### config.mk
export PLATFORM = sky130hd
export DESIGN_NAME = pipelined_adder
export DESIGN_NICKNAME = d
export VERILOG_FILES = /design/src/rtl/pipelined_adder_pkg.sv /design/src/rtl/adder_slice.sv /design/src/rtl/pipelined_adder.sv
export SDC_FILE = /design/constraint.sdc
export NUM_CORES = 1
export LEC_CHECK = 0
export ABC_AREA = 1
export ABC_CLOCK_PERIOD_IN_PS = 3700
export BUFFER_PORTS_ARGS = -buffer_cell sky130_fd_sc_hd__buf_2
export CAP_MARGIN = 20
export CORE_MARGIN = 4
export CORE_UTILIZATION = 46
export DETAILED_ROUTE_END_ITERATION = 7
export PLACE_DENSITY_LB_ADDON = 0.3
export REMOVE_ABC_BUFFERS = 1
export SKIP_CTS_REPAIR_TIMING = 1
export SLEW_MARGIN = 20
export SYNTH_ARGS = -nofsm -noshare
export SYNTH_HDL_FRONTEND = slang
export SYNTH_SLANG_ARGS = --single-unit
### constraint.sdc
create_clock -name clk -period 3.7 [get_ports clk]
set_input_delay 0.37 -clock clk [delete_from_list [all_inputs] [get_ports clk]]
set_output_delay 0.37 -clock clk [all_outputs]
set_load 0.01 [all_outputs]
### src/rtl/pipelined_adder_pkg.sv
// pipelined_adder_pkg: default geometry and slice helpers for pipelined_adder.
// Latency: n/a (package). Backpressure: n/a.
package pipelined_adder_pkg;

    localparam int DEF_WIDTH  = 32;
    localparam int DEF_STAGES = 4;

    function automatic int slice_width(input int width, input int stages);
        return width / stages;
    endfunction

    // Only equal-width slices are supported.
    function automatic bit split_ok(input int width, input int stages);
        return (stages >= 1) && ((width % stages) == 0);
    endfunction

endpackage

### src/rtl/adder_slice.sv
// adder_slice: W-bit ripple adder of per-bit full adders, also exposing the carry into its MSB.
// Latency: combinational. Backpressure: none.
module adder_slice
    import pipelined_adder_pkg::*;
#(
    parameter int W = 8
) (
    input  logic [W-1:0] a,
    input  logic [W-1:0] b,
    input  logic         cin,
    output logic [W-1:0] sum,
    output logic         cout,
    output logic         c_msb
);

    always_comb begin
        logic c;
        c     = cin;
        sum   = '0;
        c_msb = 1'b0;
        for (int i = 0; i < W; i++) begin
            sum[i] = a[i] ^ b[i] ^ c;
            if (i == W - 1) c_msb = c;
            c = (a[i] & b[i]) | (c & (a[i] ^ b[i]));
        end
        cout = c;
    end

endmodule

### src/rtl/pipelined_adder.sv
// pipelined_adder: a+b+cin in STAGES registered slices; subtract mode under PIPELINED_ADDER_SUB_EN.
// Latency: STAGES cycles, one result per cycle.
// Backpressure: all stages freeze while out_valid && !out_ready; in_ready = !out_valid || out_ready.
module pipelined_adder
    import pipelined_adder_pkg::*;
#(
    parameter int WIDTH  = DEF_WIDTH,
    parameter int STAGES = DEF_STAGES
) (
    input  logic             clk,
    input  logic             rst_n,
    input  logic             in_valid,
    output logic             in_ready,
    input  logic [WIDTH-1:0] a,
    input  logic [WIDTH-1:0] b,
    input  logic             cin,
`ifdef PIPELINED_ADDER_SUB_EN
    input  logic             sub,
`endif
    output logic             out_valid,
    input  logic             out_ready,
    output logic [WIDTH-1:0] sum,
    output logic             cout,
    output logic             ovf
);

    localparam int SLICE = slice_width(WIDTH, STAGES);

    if (!split_ok(WIDTH, STAGES)) begin : g_bad_split
        $error("pipelined_adder: WIDTH must be a positive multiple of STAGES");
    end

    logic             adv;
    logic [WIDTH-1:0] b_eff;
    logic             cin_eff;

    assign adv      = !out_valid || out_ready;
    assign in_ready = adv;

`ifdef PIPELINED_ADDER_SUB_EN
    // Subtraction folds into the add path as a + ~b + 1; cin is ignored.
    assign b_eff   = sub ? ~b : b;
    assign cin_eff = sub | cin;
`else
    assign b_eff   = b;
    assign cin_eff = cin;
`endif

    for (genvar k = 0; k < STAGES; k++) begin : g_stage
        localparam int REM  = WIDTH - k * SLICE;
        localparam int DONE = (k + 1) * SLICE;

        logic [REM-1:0]   a_d;
        logic [REM-1:0]   b_d;
        logic             c_d;
        logic             v_d;
        logic [SLICE-1:0] s_slice;
        logic [DONE-1:0]  s_d;
        logic             c_out;
        logic             c_msb;
        logic             v_q;
        logic             c_q;
        logic [DONE-1:0]  s_q;

        if (k == 0) begin : g_src
            assign a_d = a;
            assign b_d = b_eff;
            assign c_d = cin_eff;
            assign v_d = in_valid;
            assign s_d = s_slice;
        end else begin : g_src
            // Upper operand bits arrive via the previous stage's skew registers.
            assign a_d = g_stage[k-1].g_skew.a_q;
            assign b_d = g_stage[k-1].g_skew.b_q;
            assign c_d = g_stage[k-1].c_q;
            assign v_d = g_stage[k-1].v_q;
            assign s_d = {s_slice, g_stage[k-1].s_q};
        end

        adder_slice #(.W(SLICE)) u_slice (
            .a     (a_d[SLICE-1:0]),
            .b     (b_d[SLICE-1:0]),
            .cin   (c_d),
            .sum   (s_slice),
            .cout  (c_out),
            .c_msb (c_msb)
        );

        always_ff @(posedge clk or negedge rst_n) begin
            if (!rst_n) begin
                v_q <= 1'b0;
                c_q <= 1'b0;
                s_q <= '0;
            end else if (adv) begin
                v_q <= v_d;
                c_q <= c_out;
                s_q <= s_d;
            end
        end

        if (k < STAGES - 1) begin : g_skew
            logic [REM-SLICE-1:0] a_q;
            logic [REM-SLICE-1:0] b_q;
            logic                 unused_c_msb;

            assign unused_c_msb = c_msb;

            always_ff @(posedge clk or negedge rst_n) begin
                if (!rst_n) begin
                    a_q <= '0;
                    b_q <= '0;
                end else if (adv) begin
                    a_q <= a_d[REM-1:SLICE];
                    b_q <= b_d[REM-1:SLICE];
                end
            end
        end else begin : g_last
            logic ovf_q;

            always_ff @(posedge clk or negedge rst_n) begin
                if (!rst_n) begin
                    ovf_q <= 1'b0;
                end else if (adv) begin
                    ovf_q <= c_msb ^ c_out;
                end
            end
        end
    end

    assign out_valid = g_stage[STAGES-1].v_q;
    assign sum       = g_stage[STAGES-1].s_q;
    assign cout      = g_stage[STAGES-1].c_q;
    assign ovf       = g_stage[STAGES-1].g_last.ovf_q;

endmodule

* After elaboration in Yosys (flattened, before gate mapping) *
Cells that the tools add are included.
Widths: inputs -> output; s select.

storage, ports and cells
  output and inout port bits = 36
  logic and storage cells = 182
  flip-flop bits (word level) = 185
  input bits = 69

operators by class
  reductions and logical operators = 2
  bitwise logic cells = 161

operators by type and width
  kind              number
  $xor 1x1->1       65
  $and 1x1->1       64
  $or 1x1->1        32
  $logic_not 1->1   1
  $logic_or 1x1->1  1

* Logic depth before layout (Yosys ltp) *
  depth in word-level cells = 18
  mapped depth = 15
  mapped depth without buffers = 15

* By module *
A second synthesis with hierarchy kept.

unflattened totals
  cells, all modules = 851
  area, all modules = 7,749.9 um^2

by module, submodules not included
  module           instances  area an instance (um^2)  cells an instance  seq. area each (um^2)
  pipelined_adder  1          6,959.2                  779                4,629.4
  adder_slice      4          197.7                    18                 0.0

* Worst setup path before layout *
No wires, ideal clock.

  kind = register to register
  start point = reg g_stage[2].c_q
  end point = reg g_stage[3].s_q[31], in the netlist sum[31]
  data required time = 3.624 ns
  buffers on the path = 0
  cell stages (with the launch flop) = 13
  data arrival time = 3.527 ns
  setup slack = 0.097 ns
  clock period less this slack = 3.603 ns
  setup time = 0.076 ns
  path through = dfrtp_1 -> fa_1 -> fa_1 -> fa_1 -> fa_1 -> fa_1 -> inv_1 -> fa_1 -> inv_1 -> fa_1 -> inv_1 -> fa_1 -> o21ai_1

on the way
  cells in the longest elaborated chain, start to end = 15

RTL lines
  element                 RTL line               source
  from (decl)             pipelined_adder.sv:62  logic c_q;
  from (signal assigned)  pipelined_adder.sv:96  c_q <= c_out;
  $and 1x1->1             adder_slice.sv:24      c = (a[i] & b[i]) | (c & (a[i] ^ b[i]));
  $or 1x1->1              adder_slice.sv:24
  $and 1x1->1             adder_slice.sv:24
  $or 1x1->1              adder_slice.sv:24
  $and 1x1->1             adder_slice.sv:24
  $or 1x1->1              adder_slice.sv:24
  $and 1x1->1             adder_slice.sv:24
  $or 1x1->1              adder_slice.sv:24
  $and 1x1->1             adder_slice.sv:24
  $or 1x1->1              adder_slice.sv:24
  $and 1x1->1             adder_slice.sv:24
  $or 1x1->1              adder_slice.sv:24
  $and 1x1->1             adder_slice.sv:24
  $or 1x1->1              adder_slice.sv:24
  $xor 1x1->1             adder_slice.sv:22      sum[i] = a[i] ^ b[i] ^ c;
  to (signal assigned)    pipelined_adder.sv:93  s_q <= '0;
  to (signal assigned)    pipelined_adder.sv:97  s_q <= s_d;
  to (decl)               pipelined_adder.sv:63  logic [DONE-1:0] s_q;

No other way between the ends.
A chain may end at the register's enable or synchronous reset.

* Worst setup path in the final report *
  start point = reg g_stage[1].c_q
  end point = reg g_stage[2].s_q[23]

on the way
  cells in the longest elaborated chain, start to end = 15

RTL lines
  element                 RTL line
  from (decl)             pipelined_adder.sv:62
  from (signal assigned)  pipelined_adder.sv:96
  $and 1x1->1             adder_slice.sv:24
  $or 1x1->1              adder_slice.sv:24
  $and 1x1->1             adder_slice.sv:24
  $or 1x1->1              adder_slice.sv:24
  $and 1x1->1             adder_slice.sv:24
  $or 1x1->1              adder_slice.sv:24
  $and 1x1->1             adder_slice.sv:24
  $or 1x1->1              adder_slice.sv:24
  $and 1x1->1             adder_slice.sv:24
  $or 1x1->1              adder_slice.sv:24
  $and 1x1->1             adder_slice.sv:24
  $or 1x1->1              adder_slice.sv:24
  $and 1x1->1             adder_slice.sv:24
  $or 1x1->1              adder_slice.sv:24
  $xor 1x1->1             adder_slice.sv:22
  to (signal assigned)    pipelined_adder.sv:93
  to (signal assigned)    pipelined_adder.sv:97
  to (decl)               pipelined_adder.sv:63

No other way between the ends.

==> key figures <==
Outcome
  • Status: finished clean

Yosys
  • Post-Syn Instances: 818
  • Syn avg cell area: 9.346 um^2
  • Yosys reg bits: 185
  • Count of different cell masters after synthesis: 13
  • Seq/Total Area, Yosys: 60.56%
  • Mapped cell area: 7645 um^2
  • Synth warn: 0

Placed design
  • Dpl ws: -248.4 ps
  • GPL Wtd Cong: 0.7267
  • Port-buffer cells: 104
  • HPWL after DPL: 8163 um
  • Placement Cell Area: 8314 um^2

STA
  • Setup TNS Final: 0 ps
  • Final hold violations: 0
  • Hold WS: 32.84 ps
  • Tcrit/Tclk final: 96.16%
  • Actual slew at the worst max-slew pin: 830.2 ps
  • Fmax achieved: 281.1 MHz
  • Final Skew: 3.878 ps
  • Final-report max-slew violation count: 0
  • Max-slew headroom: 44.66%
  • Unrepaired setup endpoints after global routing: no
  • Final Setup Violations: 0
  • Final min period: 3558 ps
  • Final Worst Setup Slack: 141.9 ps

Route
  • DR iter-0 viols: 261
  • Routed len/inst: 11.85 um
  • Routed wire length: 13,390 um
  • ANT nets after route: 0
  • First-pass DRT Iterations: 4
  • Drt drc: 0
  • Highest metal used: met4
  • M1 wire length: 6455 um
  • Vias per cell: 4.531
  • Total number of vias: 5,120
  • Met2 routed WL: 6110 um
  • Met3 WL: 567 um

Die
  • CORE AREA: 16,060 um^2
  • I/O pin cnt: 105
  • Die area: 18,750 um^2
  • Die width: 136.9 um
  • Initial core utilization: 47.61%
  • Die Y-Extent: 136.9 um
  • Site Rows: 46

Clock tree
  • Worst-case clock buffer depth: 2
  • Num Clock Sinks: 185
  • Clk_lat worst skew: 410 ps
  • H-tree Lvls: 4
  • CTS tree: yes
  • Root buffer cell: clkbuf_16
  • CTS Buf Count: 17
  • CTS clk-pin slew, worst paths: 60 ps

Critical path
  • Crit-path max FO: 2
  • Crit path top cell by count: fa_2
  • CP Launch Type: register
  • Worst path bufs/invs: 3
  • WP data required: 4030 ps
  • Endpoint class of the critical path: register
  • Delay-heaviest family, CP: adder cells
  • CP arrival: 3880 ps
  • Slowest cell delay on critical path: 400 ps
  • Setup CP Type: reg2reg
  • Crit-path slowest cell: dfrtp_1
  • Cells along the critical path: fa_2 > inv_2 > fa_2 > inv_1 > fa_2 > fa_2 > fa_2 > fa_2 > fa_1 > inv_1 > fa_1 > o21ai_1

GRT
  • First-pass GRT wire length: 23,120 um
  • Vias in the first global route: 5,069
  • Initial antenna violation count: 0
  • Largest net degree at the start of global routing: 184
  • GRT Total Usage: 15.45%
  • Grt total ovfl: 0

Finish
  • Nets@finish: 1,007
  • Finished Cell Area: 8916 um^2
  • Layout cells sized above 1: 16.74%
  • Antenna fix cells: 0
  • Area grow syn2layout: 16.63%

Power
  • Power per Cell Area: 829.7 nW/um^2
  • Leak: 4.815 nW
  • Peak VDD IR: 729.9 uV

Worst hold path
  • Hold Crit Class: in2async

Job
  • Max Cap Viol: 0
## cells in the final DEF (no fill, tap or decap)
master,Yosys,final
nand2_1,492,492
dfrtp_1,185,185
buf_2,26,103
inv_1,34,32
o21ai_0,23,22
fa_1,32,18
clkbuf_16,0,17
fa_2,0,14
o21ai_1,8,9
clkbuf_8,0,6
inv_2,1,3
buf_12,0,3
bufinv_16,0,2
clkbuf_1,3,2
buf_4,11,2
nand2_8,0,1
nor2_4,0,1
nand3_1,1,1
clkinv_2,0,1
## routing by layer
metal | vias to the layer above | GRT usage, %
li1 | 2619 | -
met1 | 2397 | 21.11
met2 | 84 | 24.04
met3 | 20 | 3.713
met4 | 0 | 6.153
met5 | - | 0
## worst paths after layout
check | startpoint | to | slack (ps) | cells after the start
worst max register to register | g_stage[1].c_q$_DFFE_PN0P_ | g_stage[2].s_q[23]$_DFFE_PN0P_ | 140 | 12
worst min-delay path | rst_n | g_stage[1].s_q[8]$_DFFE_PN0P_ | 30 | 1
worst min register to register | g_stage[2].v_q$_DFFE_PN0P_ | out_valid$_DFFE_PN0P_ | 450 | 2
worst max-delay path | g_stage[1].c_q$_DFFE_PN0P_ | g_stage[2].s_q[23]$_DFFE_PN0P_ | 140 | 12
max in group asynchronous | rst_n | g_stage[1].s_q[14]$_DFFE_PN0P_ | 2890 | 2
min in group clk | a[10] | g_stage[0].g_skew.a_q[2]$_DFFE_PN0P_ | 150 | 3
## power by group
part / internal [W] / leakage [nW] / switching, W
Combinational: 0.000910 / 2.29 / 0.00135
Clock: 0.00107 / 0.280 / 0.000693
Sequential: 0.00290 / 2.25 / 0.000477
## state kept, by name, indices dropped and copies added, names as in the netlist
signal,count
g_stage.v_q,3
g_stage.g_skew.b_q,48
g_stage.c_q,3
sum,32
g_stage.g_skew.a_q,48
out_valid,1
cout,1
g_stage.s_q,48
ovf,1
## stage by stage
stage	power [W]	util, %	instances
floorplan	0.004976	-	778
global placement	0.005583	51.78	1103
detailed placement	0.005681	51.78	1103
CTS	0.007471	55.31	1130
global route	0.008093	55.52	1130
finish	0.007398	55.52	1130
## logic make-up after synthesis
group                    count (synthesis)  synth area share (%)
buffers and inverters                   75                 4.648
AND/OR/NAND/NOR                        495                 24.39
AO/OA/AOI/OAI                           31                 2.029
adder cells (fa/ha/maj)                 32                 8.380
flip-flops                             185                 60.56
## cell usage after synthesis
master / instances / area [um^2]
nand2_1: 492 / 1847
dfrtp_1: 185 / 4629
inv_1: 34 / 127.6
fa_1: 32 / 640.6
buf_2: 26 / 130.1
o21ai_0: 23 / 115.1
buf_4: 11 / 82.58
o21ai_1: 8 / 40.04
clkbuf_1: 3 / 11.26
inv_2: 1 / 3.750
nand2_2: 1 / 6.260
nand3_1: 1 / 5.000
nor2_2: 1 / 6.260
## area by class of cell
| type | count | area (um^2) |
|---|---|---|
| fill | 1481 | 7142 |
| sequential | 185 | 4629 |
| multi-input combinational | 558 | 2714 |
| timing repair buffer | 109 | 604.3 |
| clock buffer | 24 | 501.7 |
| tap | 216 | 270.3 |
| inverter | 35 | 131.4 |
| clock inverter | 3 | 65.06 |
Power figures use the tool's default switching activity.
